[config.mk]
export PLATFORM = sky130hd
export DESIGN_NAME = mux_nx1_arb_reg
export DESIGN_NICKNAME = d
export VERILOG_FILES = /design/src/rtl/mux_nx1_arb_reg.sv
export SDC_FILE = /design/constraint.sdc
export NUM_CORES = 1
export LEC_CHECK = 0
export CAP_MARGIN = 20
export CORE_ASPECT_RATIO = 0.8
export CORE_MARGIN = 3
export CORE_UTILIZATION = 45
export CTS_CLUSTER_SIZE = 30
export DETAILED_ROUTE_END_ITERATION = 10
export GPL_TIMING_DRIVEN = 0
export PLACE_DENSITY = 0.78
export SLEW_MARGIN = 10
export SYNTH_ARGS = -nofsm -noshare
export SYNTH_HDL_FRONTEND = slang
export SYNTH_SLANG_ARGS = --single-unit
[constraint.sdc]
create_clock -name clk -period 5.5 [get_ports clk]
set_input_delay 1.1 -clock clk [delete_from_list [all_inputs] [get_ports clk]]
set_output_delay 1.1 -clock clk [all_outputs]
set_load 0.005 [all_outputs]
[src/rtl/mux_nx1_arb_reg.sv]
// N-input, W-bit registered selector with valid/ready handshaking.
// Directed (sel) or round-robin grant feeds a single-entry output register.
module mux_nx1_arb_reg #(
  parameter  int W    = 4,
  parameter  int N    = 4,
  localparam int SELW = (N > 1) ? $clog2(N) : 1
) (
  input  logic              clk,
  input  logic              rst,
  input  logic [N*W-1:0]    in,
  input  logic [N-1:0]      in_valid,
  output logic [N-1:0]      in_ready,
  input  logic              mode,
  input  logic [SELW-1:0]   sel,
  output logic [W-1:0]      out,
  output logic              out_valid,
  input  logic              out_ready,
  output logic [SELW-1:0]   out_sel
);

  logic [SELW-1:0] ptr;
  logic [SELW-1:0] grant;
  logic [SELW-1:0] idx;
  logic            grant_valid;
  logic            load_en;
  logic            xfer;
  logic [W-1:0]    grant_data;

  assign load_en = ~out_valid | out_ready;

  always_comb begin
    grant_valid = 1'b0;
    grant       = '0;
    idx         = '0;
    if (mode) begin
      // Search starts just after the last granted channel, wrapping modulo N.
      for (int k = 1; k <= N; k++) begin
        idx = SELW'((int'(ptr) + k) % N);
        if (!grant_valid && in_valid[idx]) begin
          grant_valid = 1'b1;
          grant       = idx;
        end
      end
    end else if (int'(sel) < N) begin
      grant_valid = in_valid[sel];
      grant       = sel;
    end
  end

  always_comb begin
    grant_data = '0;
    for (int i = 0; i < N; i++) begin
      if (grant == SELW'(i)) grant_data = in[i*W +: W];
    end
  end

  always_comb begin
    in_ready = '0;
    if (!rst && grant_valid && load_en) in_ready = {{(N-1){1'b0}}, 1'b1} << grant;
  end

  assign xfer = |(in_valid & in_ready);

  always_ff @(posedge clk or posedge rst) begin
    if (rst) begin
      out       <= '0;
      out_valid <= 1'b0;
      out_sel   <= '0;
      ptr       <= SELW'(N - 1);
    end else if (xfer) begin
      out       <= grant_data;
      out_sel   <= grant;
      out_valid <= 1'b1;
      // Directed grants also move the pointer so round-robin resumes fairly.
      ptr       <= grant;
    end else if (out_valid && out_ready) begin
      out_valid <= 1'b0;
    end
  end

endmodule
Word-level counts from Yosys, hierarchy flattened
Index checks and enable logic that the tools add are counted.

Output and inout port bits: 11. Register bits: 9. Input port bits: 26.

Reduce and logical (&&, ||, !) cells: 13. $lt $le $gt $ge: 5. Shifts and indexed selects: 1. Muxes and demuxes: 30. Add/subtract/negate cells: 4. Equality and inequality tests: 3. Bitwise logic cells: 3.

Operators by type and width (number): $mux 4 (5); $lt 2x3->1 const B (5); $mux 1 (15); $bmux 1 s2 (5); $mux 2 (5); $logic_and 1x1->1 (6); $add 2x1->2 const B (2); $add 2x2->2 const B (2); $and 4x4->4 (1); $eq 2x2->1 const B (2); $logic_not 1->1 (4); $reduce_or 4->1 (1); $shl 1x2->4 const A (1); $eq 2x1->1 const B (1); $logic_not 2->1 (1); $reduce_bool 2->1 (1); $not 1->1 (1); $or 1x1->1 (1).

Depth between registers and ports, before layout
Depth after elaboration: 23. Gate-level depth with buffers: 7.

Worst setup path before layout
Ideal clock, no wire load.

Path type: input -> output. Start: in in_valid[3]. End: out in_ready[3]. Path slack: 2086 ps. Stages: 6. Arrival time: 2314 ps. Path through: buf_4 > or3b_4 > nor3_4 > nand3b_4 > nor2_1 > and2_1.

Longest elaborated chain between the ends: 19.

RTL lines: start, declared (line 11) `input logic [N-1:0] in_valid,`; $bmux 1 s2 (line 39) `if (!grant_valid && in_valid[idx]) begin`; $mux 1 (not written as such) (line 39); $mux 1 (line 39); $mux 1 (line 35) `if (mode) begin`; $logic_not 1->1 (line 39); $logic_and 1x1->1 (line 39); $mux 1 (line 39); $mux 1 (line 35); [2 not listed]; $mux 1 (line 39); $mux 1 (line 35); $logic_not 1->1 (line 39); $logic_and 1x1->1 (line 39); $mux 1 (line 39); $mux 1 (line 35); $logic_and 1x1->1 (2 in a row) (line 59) `if (!rst && grant_valid && load_en) in_ready = {{(N-1){1'b0}}, 1'b1} << grant;`; $mux 4 (*) (line 59); end, declared (line 12) `output logic [N-1:0] in_ready,`.

Mark *: on every way between the ends. The rest lies on a longest branch, timed or not. The select of a mux whose other input is x is not followed.

Final worst setup path
Start: in in_valid[0]. End: out in_ready[2].

Same word-level chain as after synthesis.

==> reports/qor.yml <==
timing:
  hold_viol: 0
  fmax_mhz: 216
  finalSetupTns_ps: 0
  max_slew_margin_pct: 62.2
  tightest_slew_ps: 562
  rsz0062_at_grt: "false"
  whs_ps: 489
  fin_skew_ps: 2.90
  min_period_ps: 4630
  drv_slew: 0
  setup_violations: 0
  min_period_over_period_pct: 84.2
global_route:
  grt_max_degree: 11
  grt_pass1_vias: 1052
  globalRouteOverflowTotal: 0
  track_usage_pct: 19.3
  grt_pass1_wl_mm: 5.00
  antenna_found_initial: 0
clock_network:
  clkTransAtPathRegs_ps: 60
  numCtsBuffers: 3
  cts.path.max_buffers: 2
  cts_root_buf: "clkbuf_4"
  htree_levels: 1
  cts.sinks: 9
  post_cts_resized: 0
  cts_tree: "done"
  hold_buffers: 0
  clk_latency_ps: 270
  cts_setup_buffers: 0
power:
  power.leakage_nw: 0.622
  power_w: 0.000365
  powerDensity_mw_per_mm2: 234
  vdd_drop_max_mv: 0.206
placed_design:
  place_congestion: 0.865
  hpwl_mm: 2.31
  portBuffers: 34
  dpl.cell_count: 191
  place_area_mm2: 0.00154
synthesis:
  synthAdderAreaFrac_pct: 0
  synth.area.mux_share_pct: 11.9
  synth_compound_area_share_pct: 34.4
  yosys-top-cells-count: "nand2_1 (15), mux2i_1 (10), nor2_1 (10), dfrtp_1 (7), inv_1 (6)"
  synth_cells: 123
  yosys_most_used_dff: "dfrtp_1"
  synth.yosys.seq_area_share_pct: 19.8
  synth-edff-count: 0
  synth_top_family_by_area: "compound AO/OA/AOI/OAI gates"
  syn_avg_cell_area_um2: 9.37
  synth_top_area_share_pct: 15.2
  ys.warnings.count: 0
  ys_types: 44
  netlist_area_mm2: 0.00115
  synthSimpleGateAreaFrac_pct: 25.2
  yosysTopAreaCell: "dfrtp_1"
  synth.most_common_cell: "nand2_1"
  synth_fp_nets: 149
  synthXorXnorAreaFrac_pct: 0
  synth_area_leaders: "dfrtp_1 (15%), mux2i_1 (8.7%), a2111oi_4 (7.2%)"
  async_reset_ff_share_pct: 100
  synth_seq_cells: 9
hold_path:
  hp-class: "flip-flop to flip-flop"
  worstHoldStart: "out_sel[1]$_DFFE_PP0P_"
job:
  maxCapViolations: 0
worst_setup_path:
  crit_fanout: 10
  critical_path_class: "input port to output pin"
  required_ps: 4400
  cp-end-kind: "output pin"
  startpoint_type: "input port"
  crit_path_start: "in_valid[0]"
  r2r-start: "ptr[1]$_DFFE_PP1P_"
  crit_arrival_ps: 3530
floorplan:
  dieArea_mm2: 0.00321
  placementRows: 15
  die_w_um: 62.6
  core_mm2: 0.00229
  io_pins: 37
  die_h_um: 51.3
  start_util_pct: 50.3
detailed_routing:
  first_pass_iters: 4
  drt_iter0_drc: 65
  drcViolationCount: 0
  via_per_inst: 5.76
  dr_total_vias: 1124
  wirelength_mm: 2.93
  wire_per_inst_um: 15.0
  ant_nets: 0
finish:
  area_growth_pct: 35.5
  nets: 188
  finalNonFillerCells: 195
  drive_gt1_share_pct: 20.5
  antennaDiodeCount: 0
  design_area_mm2: 0.00156
outcome:
  status: "finished clean"
## registers in the layout (all words and copies together), names as in the netlist
name	count
out_sel	2
out_valid	1
out	4
ptr	2
## area by class of cell
cell class / instances / area, um^2
multi-input combinational: 99 / 825
fill: 192 / 728
timing repair buffer: 34 / 340
sequential: 9 / 228
buffer: 9 / 77.6
tap: 34 / 42.5
clock buffer: 4 / 26.3
inverter: 6 / 22.5
## report_power, final
part	switching, W	total, W	internal, W
logic	0.0000951	0.000210	0.000114
registers	0.0000140	0.000103	0.0000888
clock network	0.0000246	0.0000526	0.0000281
## through the flow
step	util (%)	worst slack (ps)
after detailed placement	67.0	889
after global placement	67.0	966
after floorplan	-	2090
after CTS	68.2	867
final	68.2	867
after global routing	68.2	726
## cell families (layout without fill, tap and decap cells)
group,after synthesis,after routing
buf+inv,15,53
compound gates,39,39
mux,13,13
flops,9,9
simple gates,47,47
## cells in the final DEF (no fill, tap or decap), types with 4 or more instances in the layout
| cell type | n |
|---|---|
| buf_6 | 5 |
| dfrtp_1 | 7 |
| clkdlybuf4s50_1 | 34 |
| inv_1 | 6 |
| nand2_1 | 15 |
| or4_1 | 4 |
| nor2_1 | 10 |
| a21oi_1 | 4 |
| a31oi_1 | 4 |
| mux2i_1 | 10 |
## final timing paths
path / depth (start not counted) / slack [ps] / end
setup / recovery: 8 / 870 / in_ready[2]
hold / removal: 1 / 490 / out_sel[1]$_DFFE_PP0P_
setup reg to reg: 6 / 3420 / out_sel[0]$_DFFE_PP0P_
hold reg to reg: 1 / 490 / out_sel[1]$_DFFE_PP0P_
max in group asynchronous: 2 / 4060 / ptr[0]$_DFFE_PP1P_
min in group asynchronous: 2 / 1150 / out_sel[1]$_DFFE_PP0P_
## worst max-delay path, stage by stage
cell and delay [ps]:
clkdlybuf4s50_1 460, buf_2 220, mux2_4 180, nor2_1 80, nor3_1 490, o22ai_2 260
nor3_1 210, clkdlybuf4s50_1 540
## routing by layer
metal | part of all wire (%) | up-vias | global-route usage [%]
met4 | 0.92 | 0 | 5.49
met2 | 45 | 53 | 31.9
met1 | 47 | 519 | 26.3
met5 | 0 | - | 0
li1 | - | 550 | -
met3 | 7.9 | 2 | 3.08
Power figures use the tool's default switching activity.
==> variant: new RTL, config.mk and constraints unchanged <==
Change the parameter `W` from 4 to 3.
--- a/src/rtl/mux_nx1_arb_reg.sv
+++ b/src/rtl/mux_nx1_arb_reg.sv
@@ -1,7 +1,7 @@
 // N-input, W-bit registered selector with valid/ready handshaking.
 // Directed (sel) or round-robin grant feeds a single-entry output register.
 module mux_nx1_arb_reg #(
-  parameter  int W    = 4,
+  parameter  int W    = 3,
   parameter  int N    = 4,
   localparam int SELW = (N > 1) ? $clog2(N) : 1
 ) (
Interface: changed (resized in and out); port bits go from 37 to 32. The function was not compared with the original's and may differ.
==> variant against the unedited design <==
Area after synthesis shrank 33%. Hold slack worse by 0.00055 ns. Fmax shrank 0.93%. First-iteration DRC count fell by 62%. Synthesized cell count fell by 32%. Power down 22%. Worst setup slack lost 0.044 ns. Count of clock-buffer cells in the layout stayed put. Final area is 29% lower. Routed wire length shrank 32%. Sequential cell count is 1 lower. Largest cell class unchanged.
==> variant: results (changes against the unedited design) <==
Cells after DPL 134 (was 191); leakage power 0.461 nW (was 0.622 nW); vias in the first global route 691 (was 1052); metal3 WL 154 um (was 233 um); DR vias 766 (was 1124); Met1 Wirelength 918 um (was 1370 um); cells after synthesis 84 (was 123); Yosys cell types 40 (was 44); VDD IR max 0.000161 V (was 0.000206 V); GRT Overall Usage 18.8% (was 19.3%); worst slew pin tran 0.578 ns (was 0.562 ns); wire per inst 14.3 um (was 15.0 um); top flop regs out (3), out_sel (2), ptr (2) (was out (4), out_sel (2), ptr (2)); Area contributors post-synth dfrtp_1 (20%), dfstp_2 (6.8%), mux2_4 (5.9%) (was dfrtp_1 (15%), mux2i_1 (8.7%), a2111oi_4 (7.2%)); DR iter-0 viols 25 (was 65); post-DP HPWL 1490 um (was 2310 um); Place WS 0.907 ns (was 0.889 ns); met1 Track Usage GR 26.2% (was 26.3%); status complete, no violations (unchanged); CTS H-tree depth 1 (unchanged); Routability Congestion 0.805 (was 0.865); number of port buffers 29 (was 34); vias per inst 5.55 (was 5.76); Layout Nets 140 (was 188); met3 GRT Util 4.21% (was 3.08%); Worst path max stage delay 0.59 ns (was 0.54 ns); n_diodes 0 (unchanged); global-route wire length before repair 3170 um (was 5000 um); WL met2 891 um (was 1310 um); Post-synth ARST share 100% (unchanged); Clock Skew 0.0158 ns (was 0.00290 ns); post-synthesis sequential area ratio 26.4% (was 19.8%); proportion of layout cells with a drive suffix above 1 17.9% (was 20.5%); CP arrival 3.58 ns (was 3.53 ns)
==> variant: logic make-up after synthesis <==
group,share of synthesized area (%)
AO/OA/AOI/OAI,28.5
buffers and inverters,7.82
flip-flops,26.4
multiplexers,11.2
AND/OR/NAND/NOR,26.1
==> variant: per-stage QoR <==
stage,power [mW],area (sq um)
3_5_place_dp,0.233,1080
3_3_place_gp,0.231,1080
2_1_floorplan,0.173,768
6_report,0.286,1110
5_1_grt,0.304,1110
4_1_cts,0.285,1110
==> variant: layout make-up <==
| type | count | area, sq um |
|---|---|---|
| Timing Repair Buffer | 29 | 290 |
| Clock buffer | 4 | 26.3 |
| Inverter | 5 | 18.8 |
| Fill cell | 116 | 375 |
| Multi-Input combinational cell | 66 | 505 |
| Tap cell | 21 | 26.3 |
| Buffer | 5 | 41.3 |
| Sequential cell | 8 | 203 |
==> variant: worst paths after layout <==
| path | end | slack, ns | start | depth (start not counted) |
|---|---|---|---|---|
| worst max-delay path | in_ready[0] | 0.82 | in_valid[3] | 8 |
| worst min-delay path | out_sel[1] | 0.49 | out_sel[1] | 1 |
| worst max register to register | out[0] | 3.21 | ptr[1] | 7 |
| worst min register to register | out_sel[1] | 0.49 | out_sel[1] | 1 |
| max in group asynchronous | ptr[1] | 4.10 | rst | 2 |
| min in group asynchronous | out_sel[0] | 1.08 | rst | 2 |
==> variant: power by group through the flow <==
| stage | combinational, mW | clock, mW | sequential [mW] |
|---|---|---|---|
| detailed placement | 0.147 | 0 | 0.0860 |
| CTS | 0.148 | 0.0520 | 0.0853 |
| floorplan | 0.0869 | 0 | 0.0865 |
| global route | 0.160 | 0.0562 | 0.0874 |
| global placement | 0.146 | 0 | 0.0852 |
| finish | 0.149 | 0.0522 | 0.0854 |
